**src/rtl/ps2_pkg.sv**
```systemverilog
// ps2_pkg
//   Shared definitions for the PS/2 key tracker: scan-code set 2 control
//   bytes, the prefix FSM state type, the event record carried through the
//   event FIFO, and small byte-classification helpers.
package ps2_pkg;

  localparam logic [7:0] PS2_EXT    = 8'hE0;
  localparam logic [7:0] PS2_BRK    = 8'hF0;
  localparam logic [7:0] PS2_PAUSE  = 8'hE1;
  localparam logic [7:0] PS2_BAT    = 8'hAA;
  localparam logic [7:0] PS2_ACK    = 8'hFA;
  localparam logic [7:0] PS2_ECHO   = 8'hEE;
  localparam logic [7:0] PS2_RESEND = 8'hFE;

  // The pause key sends E1 followed by seven more bytes that carry no
  // make/break meaning for the tracker.
  localparam logic [2:0] PAUSE_TAIL = 3'd7;

  typedef enum logic [1:0] {
    ST_IDLE    = 2'd0,
    ST_EXT     = 2'd1,
    ST_BRK     = 2'd2,
    ST_EXT_BRK = 2'd3
  } ps2_state_t;

  typedef struct packed {
    logic       ext;
    logic       brk;
    logic       rep;
    logic [7:0] code;
  } ps2_event_t;

  localparam int EVENT_W = $bits(ps2_event_t);

  // Keyboard status / host-protocol bytes that never start a key sequence.
  function automatic logic is_noise(input logic [7:0] b);
    return (b == 8'h00) || (b == PS2_BAT) || (b == PS2_ECHO) ||
           (b == PS2_ACK) || (b == PS2_RESEND) || (b == 8'hFF);
  endfunction

  function automatic logic is_prefix(input logic [7:0] b);
    return (b == PS2_EXT) || (b == PS2_BRK);
  endfunction

endpackage

```
**src/rtl/ps2_event_fifo.sv**
```systemverilog
// ps2_event_fifo
//   Synchronous FIFO of event records. A push and a pop in the same cycle
//   are both honoured, including when the FIFO is full. The head word reads
//   as zero while the FIFO is empty so downstream fields are clean.
// Ports:
//   clk, rst_n   clock, synchronous active-low reset (pointers only)
//   i_push       write i_data this cycle (ignored when full and not popping)
//   i_data       record to write
//   i_pop        consume the head this cycle (ignored when empty)
//   o_data       head record (zero when empty)
//   o_empty      no records stored
//   o_full       DEPTH records stored
module ps2_event_fifo #(
  parameter int DEPTH = 8,
  parameter int WIDTH = 11
) (
  input  logic             clk,
  input  logic             rst_n,
  input  logic             i_push,
  input  logic [WIDTH-1:0] i_data,
  input  logic             i_pop,
  output logic [WIDTH-1:0] o_data,
  output logic             o_empty,
  output logic             o_full
);

  localparam int AW = $clog2(DEPTH);

  logic [WIDTH-1:0] r_mem [DEPTH];
  logic [AW:0]      r_wr_ptr;
  logic [AW:0]      r_rd_ptr;

  logic w_empty;
  logic w_full;
  logic w_do_pop;
  logic w_do_push;

  // Pointers carry one extra wrap bit to tell full from empty.
  assign w_empty   = (r_wr_ptr == r_rd_ptr);
  assign w_full    = (r_wr_ptr[AW] != r_rd_ptr[AW]) &&
                     (r_wr_ptr[AW-1:0] == r_rd_ptr[AW-1:0]);
  assign w_do_pop  = i_pop && !w_empty;
  assign w_do_push = i_push && (!w_full || w_do_pop);

  always_ff @(posedge clk) begin
    if (!rst_n) begin
      r_wr_ptr <= '0;
      r_rd_ptr <= '0;
    end else begin
      if (w_do_push) r_wr_ptr <= r_wr_ptr + 1'b1;
      if (w_do_pop)  r_rd_ptr <= r_rd_ptr + 1'b1;
    end
  end

  always_ff @(posedge clk) begin
    if (w_do_push) r_mem[r_wr_ptr[AW-1:0]] <= i_data;
  end

  assign o_data  = w_empty ? '0 : r_mem[r_rd_ptr[AW-1:0]];
  assign o_empty = w_empty;
  assign o_full  = w_full;

endmodule

```
**src/rtl/ps2_key_tracker.sv**
```systemverilog
// ps2_key_tracker
//   Decodes a PS/2 set-2 scan byte stream into make/break key events,
//   tracks up to SLOTS held keys to recognise typematic repeats, and
//   queues events for the consumer through a valid/ready FIFO.
// Ports:
//   clk, rst_n          clock, synchronous active-low reset
//   in_valid, in_byte   one-cycle strobe with a received scan byte
//   ev_valid, ev_ready  event FIFO head handshake
//   ev_code, ev_ext     head key code (prefixes stripped) and E0 flag
//   ev_break, ev_repeat head is a release / a forwarded typematic repeat
//   press_count         new presses, wraps
//   held_count          occupied slots
//   table_full          every slot occupied
//   overflow            sticky: an event was lost to a full FIFO
module ps2_key_tracker
  import ps2_pkg::*;
#(
  parameter int SLOTS      = 4,
  parameter int FIFO_DEPTH = 8,
  parameter int CNT_W      = 8,
  parameter int REPEAT_EN  = 0
) (
  input  logic                       clk,
  input  logic                       rst_n,
  input  logic                       in_valid,
  input  logic [7:0]                 in_byte,
  output logic                       ev_valid,
  input  logic                       ev_ready,
  output logic [7:0]                 ev_code,
  output logic                       ev_ext,
  output logic                       ev_break,
  output logic                       ev_repeat,
  output logic [CNT_W-1:0]           press_count,
  output logic [$clog2(SLOTS+1)-1:0] held_count,
  output logic                       table_full,
  output logic                       overflow
);

  localparam int   HC_W    = $clog2(SLOTS+1);
  localparam int   IDX_W   = (SLOTS > 1) ? $clog2(SLOTS) : 1;
  localparam logic FWD_REP = (REPEAT_EN != 0);

  // Prefix FSM and pause skip counter
  ps2_state_t r_state;
  ps2_state_t w_state_nxt;
  logic [2:0] r_skip;
  logic [2:0] w_skip_nxt;

  // Decoded key event for the current strobe
  logic       w_ev_make;
  logic       w_ev_brk;
  logic       w_ev_ext;
  logic [8:0] w_id;

  // Slot table
  logic [SLOTS-1:0] r_slot_vld;
  logic [8:0]       r_slot_id [SLOTS];
  logic [SLOTS-1:0] w_slot_vld_nxt;
  logic             w_hit;
  logic [IDX_W-1:0] w_hit_idx;
  logic             w_free_found;
  logic [IDX_W-1:0] w_free_idx;
  logic             w_do_alloc;
  logic             w_do_clear;
  logic [HC_W-1:0]  w_held_nxt;

  // Counters / status
  logic [CNT_W-1:0] r_press_cnt;
  logic [HC_W-1:0]  r_held_cnt;
  logic             r_table_full;
  logic             r_overflow;
  logic             w_new_press;

  // FIFO side
  logic             w_push;
  logic             w_pop;
  ps2_event_t       w_push_ev;
  logic [EVENT_W-1:0] w_fifo_dout;
  ps2_event_t       w_head;
  logic             w_fifo_empty;
  logic             w_fifo_full;

  // ---------------------------------------------------------------------
  // Prefix FSM: state register
  // ---------------------------------------------------------------------
  always_ff @(posedge clk) begin
    if (!rst_n) begin
      r_state <= ST_IDLE;
      r_skip  <= '0;
    end else begin
      r_state <= w_state_nxt;
      r_skip  <= w_skip_nxt;
    end
  end

  // ---------------------------------------------------------------------
  // Prefix FSM: next state
  // While the skip counter runs the FSM is parked in IDLE and every byte
  // is swallowed, whatever its value.
  // ---------------------------------------------------------------------
  always_comb begin
    w_state_nxt = r_state;
    w_skip_nxt  = r_skip;
    if (in_valid) begin
      if (r_skip != 3'd0) begin
        w_skip_nxt = r_skip - 3'd1;
      end else begin
        unique case (r_state)
          ST_IDLE: begin
            if (in_byte == PS2_EXT)        w_state_nxt = ST_EXT;
            else if (in_byte == PS2_BRK)   w_state_nxt = ST_BRK;
            else if (in_byte == PS2_PAUSE) w_skip_nxt  = PAUSE_TAIL;
          end
          ST_EXT: begin
            if (in_byte == PS2_BRK)      w_state_nxt = ST_EXT_BRK;
            else if (in_byte == PS2_EXT) w_state_nxt = ST_EXT;
            else                         w_state_nxt = ST_IDLE;
          end
          ST_BRK, ST_EXT_BRK: w_state_nxt = ST_IDLE;
          default:            w_state_nxt = ST_IDLE;
        endcase
      end
    end
  end

  // ---------------------------------------------------------------------
  // Prefix FSM: outputs (decoded make/break for this strobe)
  // A stray prefix after F0 is dropped rather than reported as a break.
  // ---------------------------------------------------------------------
  always_comb begin
    w_ev_make = 1'b0;
    w_ev_brk  = 1'b0;
    w_ev_ext  = 1'b0;
    if (in_valid && (r_skip == 3'd0)) begin
      unique case (r_state)
        ST_IDLE: begin
          w_ev_make = !is_prefix(in_byte) && !is_noise(in_byte) &&
                      (in_byte != PS2_PAUSE);
        end
        ST_EXT: begin
          w_ev_make = !is_prefix(in_byte);
          w_ev_ext  = 1'b1;
        end
        ST_BRK: begin
          w_ev_brk = !is_prefix(in_byte);
        end
        ST_EXT_BRK: begin
          w_ev_brk = !is_prefix(in_byte);
          w_ev_ext = 1'b1;
        end
        default: ;
      endcase
    end
  end

  assign w_id = {w_ev_ext, in_byte};

  // ---------------------------------------------------------------------
  // Slot lookup: hit search and lowest free slot
  // ---------------------------------------------------------------------
  always_comb begin
    w_hit        = 1'b0;
    w_hit_idx    = '0;
    w_free_found = 1'b0;
    w_free_idx   = '0;
    for (int i = 0; i < SLOTS; i++) begin
      if (!w_hit && r_slot_vld[i] && (r_slot_id[i] == w_id)) begin
        w_hit     = 1'b1;
        w_hit_idx = IDX_W'(i);
      end
    end
    // Scan downward so the last assignment is the lowest free index.
    for (int i = SLOTS - 1; i >= 0; i--) begin
      if (!r_slot_vld[i]) begin
        w_free_found = 1'b1;
        w_free_idx   = IDX_W'(i);
      end
    end
  end

  assign w_do_alloc  = w_ev_make && !w_hit && w_free_found;
  assign w_do_clear  = w_ev_brk && w_hit;
  assign w_new_press = w_ev_make && !w_hit;

  // Next table state is computed here so the registered held count and
  // full flag land on the same edge as the table itself.
  always_comb begin
    w_slot_vld_nxt = r_slot_vld;
    if (w_do_alloc) w_slot_vld_nxt[w_free_idx] = 1'b1;
    if (w_do_clear) w_slot_vld_nxt[w_hit_idx]  = 1'b0;
    w_held_nxt = '0;
    for (int i = 0; i < SLOTS; i++) begin
      w_held_nxt = w_held_nxt + HC_W'(w_slot_vld_nxt[i]);
    end
  end

  // ---------------------------------------------------------------------
  // Table, counters and status registers
  // ---------------------------------------------------------------------
  always_ff @(posedge clk) begin
    if (!rst_n) begin
      r_slot_vld   <= '0;
      r_press_cnt  <= '0;
      r_held_cnt   <= '0;
      r_table_full <= 1'b0;
      r_overflow   <= 1'b0;
    end else begin
      r_slot_vld   <= w_slot_vld_nxt;
      r_held_cnt   <= w_held_nxt;
      r_table_full <= &w_slot_vld_nxt;
      if (w_new_press) r_press_cnt <= r_press_cnt + 1'b1;
      if (w_push && w_fifo_full && !w_pop) r_overflow <= 1'b1;
    end
  end

  always_ff @(posedge clk) begin
    if (w_do_alloc) r_slot_id[w_free_idx] <= w_id;
  end

  // ---------------------------------------------------------------------
  // Event FIFO
  // ---------------------------------------------------------------------
  assign w_push = w_ev_brk || (w_ev_make && (!w_hit || FWD_REP));
  assign w_pop  = ev_ready && !w_fifo_empty;

  always_comb begin
    w_push_ev      = '0;
    w_push_ev.ext  = w_ev_ext;
    w_push_ev.brk  = w_ev_brk;
    w_push_ev.rep  = w_ev_make && w_hit;
    w_push_ev.code = in_byte;
  end

  ps2_event_fifo #(
    .DEPTH (FIFO_DEPTH),
    .WIDTH (EVENT_W)
  ) u_fifo (
    .clk     (clk),
    .rst_n   (rst_n),
    .i_push  (w_push),
    .i_data  (w_push_ev),
    .i_pop   (ev_ready),
    .o_data  (w_fifo_dout),
    .o_empty (w_fifo_empty),
    .o_full  (w_fifo_full)
  );

  assign w_head = w_fifo_dout;

  assign ev_valid    = !w_fifo_empty;
  assign ev_code     = w_head.code;
  assign ev_ext      = w_head.ext;
  assign ev_break    = w_head.brk;
  assign ev_repeat   = w_head.rep;
  assign press_count = r_press_cnt;
  assign held_count  = r_held_cnt;
  assign table_full  = r_table_full;
  assign overflow    = r_overflow;

endmodule
```
**config.mk**
```make
export PLATFORM = sky130hd
export DESIGN_NAME = ps2_key_tracker
export DESIGN_NICKNAME = d
export VERILOG_FILES = /design/src/rtl/ps2_pkg.sv /design/src/rtl/ps2_event_fifo.sv /design/src/rtl/ps2_key_tracker.sv
export SDC_FILE = /design/constraint.sdc
export NUM_CORES = 1
export LEC_CHECK = 0
export ABC_AREA = 1
export CAP_MARGIN = 40
export CORE_ASPECT_RATIO = 0.8
export CORE_UTILIZATION = 54
export CTS_BUF_LIST = sky130_fd_sc_hd__clkbuf_16
export DETAILED_ROUTE_END_ITERATION = 6
export HOLD_SLACK_MARGIN = 0.05
export PLACE_DENSITY_LB_ADDON = 0.08
export SYNTH_ARGS = -nofsm -noshare
export SYNTH_HDL_FRONTEND = slang
export SYNTH_SLANG_ARGS = --single-unit
```
**constraint.sdc**
```tcl
create_clock -name clk -period 2.9 [get_ports clk]
set_input_delay 0.29 -clock clk [delete_from_list [all_inputs] [get_ports clk]]
set_output_delay 0.29 -clock clk [all_outputs]
set_load 0.01 [all_outputs]
```
# After elaboration in Yosys (flattened, before gate mapping)
# Memory sizes are Yosys's and may differ from the RTL's. A register that Yosys moved wholly into a read port is not among the register bits.
# Cells that the tools add are included.
# totals
inputBits,12
register_bits,30
mem_bits_ro,0
mem_bits_rw,124
latch_bits,0
n_memories,2
# mem_list
name,depth,width,rd,rd_clocked_by_memory_dff,write_ports,line_no,source
u_fifo.r_mem,8,11,1,1,1,ps2_event_fifo.sv:29,logic [WIDTH-1:0] r_mem [DEPTH];
r_slot_id,4,9,4,0,1,ps2_key_tracker.sv:57,logic [8:0] r_slot_id [SLOTS];
# op_classes
n_shift,0
add_sub_neg,7
bitwise_logic,4
reduce_logical,49
mul,0
eq_ne,22
div,0
mux,44
n_lt_le_gt_ge,4
# ops
op,count
"equality test 8 bit, second input constant",8
equality test 9 bit,4
logical AND 1 bit,21
two-way mux 1 bit,21
two-way mux 3 bit,7
two-way mux 2 bit,9
two-way mux 11 bit,1
logical NOT 1 bit,9
"adder 4 x 1 -> 4 bit, second input constant",2
"adder 8 x 1 -> 8 bit, second input constant",1
logical NOT 8 bit,1
logical OR 1 bit,8
two-way mux 4 bit,2
"inequality test 8 bit, second input constant",1
"less-than comparator 2 x 3 -> 1 bit, second input constant",2
one-hot mux 2 bit (3 select lines),1
AND reduction 5 bit,1
bitwise AND 4 bit,1
demux 1 bit (select 2 bit),2
"equality test 2 bit, second input constant",2
equality test 4 bit,1
"greater-or-equal comparator 2 x 1 -> 1 bit, second input constant",2
"inequality test 2 bit, second input constant",2
inverter 4 bit,1
18 further kinds,20

# Logic depth before layout (Yosys ltp)
# logic_depth
ltp_word,29
mapped_depth,19
depth_no_buf,19

# Cells and area by module
# Synthesis repeated with hierarchy kept, for this count alone.
# hier_totals
cells_unflattened,779
hier_area_um2,7404.6
# by_module_without_submodules
module,instances,area_per_inst_um2,cells_per_inst
ps2_event_fifo,1,4160.2,359
ps2_key_tracker,1,3244.4,420

# Worst setup path after synthesis
# Ideal clock, no wire load.
# synth_timing
path_kind,register to register
start,register r_skip[0]
end,"register r_held_cnt[1], in the netlist held_count[1]"
arrival_time_ns,2.628
setup_time_ns,0.109
path_slack_ns,0.162
t_required_ns,2.791
stages_incl_launch_ff,20
path_buffers,0
cell_sequence,dfxtp_1 -> inv_1 -> ha_1 -> nand2_1 -> nor2_2 -> nand3_1 -> nand2_1 -> inv_1 -> nand3_1 -> nand2_2 -> nor2_4 -> nand2_4 -> o21ai_0 -> o21ai_1 -> inv_1 -> fa_1 -> ha_1 -> ha_1 -> nand2_1 -> inv_1
# synth_via
elab_chain_cells,28
# synth_rtl
item,line_no,source
start: declaration,ps2_key_tracker.sv:46,logic [2:0] r_skip;
start signal: assignment,ps2_key_tracker.sv:92,r_skip <= w_skip_nxt;
logical NOT 3 bit (*),ps2_key_tracker.sv:134,if (in_valid && (r_skip == 3'd0)) begin
logical AND 1 bit (*),ps2_key_tracker.sv:134,
two-way mux 1 bit,ps2_key_tracker.sv:134,
equality test 9 bit,ps2_key_tracker.sv:167,if (!w_hit && r_slot_vld[i] && (r_slot_id[i] == w_id)) begin
logical AND 1 bit,ps2_key_tracker.sv:167,
two-way mux 1 bit,ps2_key_tracker.sv:167,
logical NOT 1 bit,ps2_key_tracker.sv:167,
logical AND 1 bit (2 in series),ps2_key_tracker.sv:167,
[13 not listed],n/a,
inverter 4 bit (no source line),n/a,
bitwise AND 4 bit (no source line),n/a,
two-way mux 4 bit (*),ps2_key_tracker.sv:190,if (w_do_clear) w_slot_vld_nxt[w_hit_idx] = 1'b0;
net w_slot_vld_nxt[1],ps2_key_tracker.sv:58,logic [SLOTS-1:0] w_slot_vld_nxt;
adder 1 x 1 -> 2 bit (*),ps2_key_tracker.sv:193,w_held_nxt = w_held_nxt + HC_W'(w_slot_vld_nxt[i]);
adder 2 x 1 -> 3 bit (*),ps2_key_tracker.sv:193,
adder 3 x 1 -> 3 bit (*),ps2_key_tracker.sv:193,
net w_held_nxt[1],ps2_key_tracker.sv:65,logic [HC_W-1:0] w_held_nxt;
end signal: assignment,ps2_key_tracker.sv:209,r_held_cnt <= w_held_nxt;
end: declaration,ps2_key_tracker.sv:69,logic [HC_W-1:0] r_held_cnt;
# Mark *: on every way through the listed nets, which the timed path passes. The rest lies on a longest branch.
# A chain may end at the register's enable or synchronous reset.

# Worst setup path in the final report
# layout_timing
start,input in_valid
end,"register r_held_cnt[1], in the netlist held_count[1]"
# layout_via
elab_chain_cells,27
# layout_rtl
item,line_no,source
start: declaration,ps2_key_tracker.sv:25,"input logic in_valid,"
logical AND 1 bit (*),ps2_key_tracker.sv:134,
two-way mux 1 bit,ps2_key_tracker.sv:134,
equality test 9 bit,ps2_key_tracker.sv:167,
logical AND 1 bit,ps2_key_tracker.sv:167,
two-way mux 1 bit,ps2_key_tracker.sv:167,
logical NOT 1 bit,ps2_key_tracker.sv:167,
logical AND 1 bit (2 in series),ps2_key_tracker.sv:167,
two-way mux 1 bit,ps2_key_tracker.sv:167,
[12 not listed],n/a,
inverter 4 bit (no source line),n/a,
bitwise AND 4 bit (no source line),n/a,
two-way mux 4 bit (*),ps2_key_tracker.sv:190,
net w_slot_vld_nxt[1],ps2_key_tracker.sv:58,
adder 1 x 1 -> 2 bit (*),ps2_key_tracker.sv:193,
adder 2 x 1 -> 3 bit (*),ps2_key_tracker.sv:193,
adder 3 x 1 -> 3 bit (*),ps2_key_tracker.sv:193,
net w_held_nxt[1],ps2_key_tracker.sv:65,
# Marks and branches as above.

==> reports/qor.csv <==
metric,value,unit
die_w,131,um
critical_path_class,primary input to flop,
ys_ff_latch,157,
core,0.0129,mm2
drc_errors,0,
fmax,352,MHz
die_y,105,um
r2r_start,r_skip[2],
max_cap_viol_count,0,
io_pins,37,
final_hold_viol_count,0,
ys_warn_count,0,
grt_pass1_wl,27400,um
dp_hpwl,12100,um
synth_top_area_share,51.9,%
cts_tree,done,
grt_pass1_vias,5328,
antenna_found_initial,0,
placed_area,0.00837,mm2
yosys_most_used_dff,edfxtp_1,
fin_crit,2.84,ns
vias,5664,
whs,0.452,ns
cp_max_fo,5,
synthAdderAreaFrac,1.67,%
area_growth,25.5,%
worst_slew_pin_slew,0.575,ns
wl,17900,um
yosys.area_share.simple,19.6,%
fin_skew,0.00815,ns
cp-end-kind,flop,
worstPathArrival,3.16,ns
worst_setup_path_start_kind,primary input,
wl_per_cell,17.1,um
final_area,0.00901,mm2
cts_made_buffers,17,
setup_viol,0,
gp_congestion,0.895,
synth_top_family_by_area,simple AND/OR/NAND/NOR gates,
synthMuxAreaShare,0,%
maxSlewViolCount,0,
synth_compound_area_share,10.0,%
status,finished clean,
syn_area_per_cell,9.69,um2
diodes,0,
num_rows,37,
drt_iter0_drc,556,
grt_use_total,27.0,%
synth-xor-area-share,1.81,%
yosysMostFrequentCell,nand2_1,
synth.top_cells.by_count,"nand2_1, edfxtp_1, nor2_1, inv_1, o21ai_0",
clock_latency,0.42,ns
synth_nets,762,
dr.pass1.iters,5,
synth_edf_count,124,
cts_hold_buf,0,
ant_nets,0,
critPathRequiredTime,3.22,ns
syn_inst,741,
mappedNetlistArea,0.00718,mm2
clk_path_buf_depth,2,
min-delay-start,in_byte[7],
grt_max_degree,45,
power_density,823,mW/mm2
ir_drop,0.000706,V
htree_levels,4,
async_reset_ff_share,0,%
synth.distinct_cells,44,
clkTransAtPathRegs,0.06,ns
cp-startpoint,in_valid,
grt-ovfl-total,0,
clockRootBuffer,clkbuf_16,
start_util,55.6,%
layout.nets,880,
leakagePower,3.61,nW
synth_area_leaders,"edfxtp_1, dfxtp_1, nand2_1",
tns,0,ns
hp-class,primary input to flop,
relSlewSlack,61.6,%
fillCellCount,945,
fin_crit_sh,97.9,%
numPortBuffers,36,
rsz0062_at_grt,yes,
yosysSeqAreaShare,61.1,%
die_area,0.0138,mm2
drive_above_1_share,17.9,%
yosys.area.top_type,edfxtp_1,
via_per_inst,5.41,
cts_sinks,157,
-- sequential cells by signal, summed over array words and instances (netlist names), named ones only --
name / cells
held_count: 3
overflow: 1
press_count: 8
r_skip: 3
r_slot_id: 36
r_slot_vld: 4
r_state: 2
table_full: 1
u_fifo.r_mem: 88
u_fifo.r_rd_ptr: 4
u_fifo.r_wr_ptr: 4
-- cell families (layout without fill, tap and decap cells) --
group | Yosys count | count (layout)
AND/OR/NAND/NOR | 323 | 324
XOR/XNOR | 14 | 14
flip-flops | 157 | 157
AO/OA/AOI/OAI | 132 | 132
adder cells (fa/ha/maj) | 9 | 9
buffers and inverters | 106 | 235
-- through the flow --
step / util, % / std cells / worst slack (ns) / power [mW]
2_1_floorplan: - / 741 / 0.162 / 4.16
3_5_place_dp: 64.8 / 1013 / -0.418 / 5.27
5_1_grt: 69.8 / 1046 / -0.0628 / 7.79
6_report: 69.8 / 1046 / 0.0603 / 7.42
4_1_cts: 69.1 / 1044 / -0.00968 / 7.35
3_3_place_gp: 64.8 / 1013 / -0.341 / 5.21
-- power breakdown --
group | switching, mW | total (mW) | internal (mW)
sequential | 0.147 | 2.81 | 2.66
combinational | 1.48 | 2.53 | 1.05
clock | 0.902 | 2.08 | 1.17
-- per-layer routing --
metal / global-route usage, % / vias up / wire [um]
met5: 0 / - / 0
met4: 7.22 / 0 / 187
met3: 6.40 / 19 / 1630
met2: 39.8 / 268 / 7900
met1: 39.7 / 2627 / 8160
li1: - / 2750 / -
-- repair_timing --
action	in CTS	in global routing
cloned	0	1
pin swaps	1	5
setup endpoints to repair	5	5
hold endpoints to repair	0	0
resized for setup	3	24
buffers inserted	0	1
-- final timing paths --
check	slack (ns)	cells past startpoint	endpoint
hold reg to reg	0.48	2	r_skip[2]
hold / removal	0.45	2	r_slot_id[1][7]
setup / recovery	0.06	15	held_count[1]
setup reg to reg	0.08	15	held_count[1]
-- worst max-delay path, stage by stage --
cell	delay, ns
clkdlybuf4s50_1	0.69
nand4_4	0.22
or2_0	0.28
nand3_2	0.11
nand2_4	0.07
nor2_4	0.13
nand2_4	0.07
o21ai_1	0.12
o21ai_1	0.10
inv_1	0.09
fa_1	0.42
ha_1	0.20
ha_1	0.27
nand2_1	0.06
inv_1	0.04
-- layout make-up --
type / instances / area (um2) / area share, %
clock buffers: 17 / 425 / 4.72
well taps: 175 / 219 / 2.43
repair buffers: 121 / 1100 / 12.2
clock inverters: 14 / 121 / 1.35
inverters: 83 / 312 / 3.46
multi-input cells: 479 / 2450 / 27.2
flip-flops and latches: 157 / 4390 / 48.7
-- cell usage in the layout (no fill, tap or decap), types with 6 or more instances in the layout --
master / count
nand2_1: 135
edfxtp_1: 124
nor2_1: 113
buf_4: 76
inv_1: 74
o21ai_0: 70
clkdlybuf4s50_1: 34
dfxtp_1: 32
a21oi_1: 24
nand3_1: 21
clkbuf_16: 17
nand4_1: 16
o22ai_1: 12
a31oi_1: 11
inv_2: 9
xor2_1: 7
ha_1: 7
buf_12: 7
xnor2_1: 6
nor2_2: 6
nor3_1: 6
(Power assumes the default switching activity.)
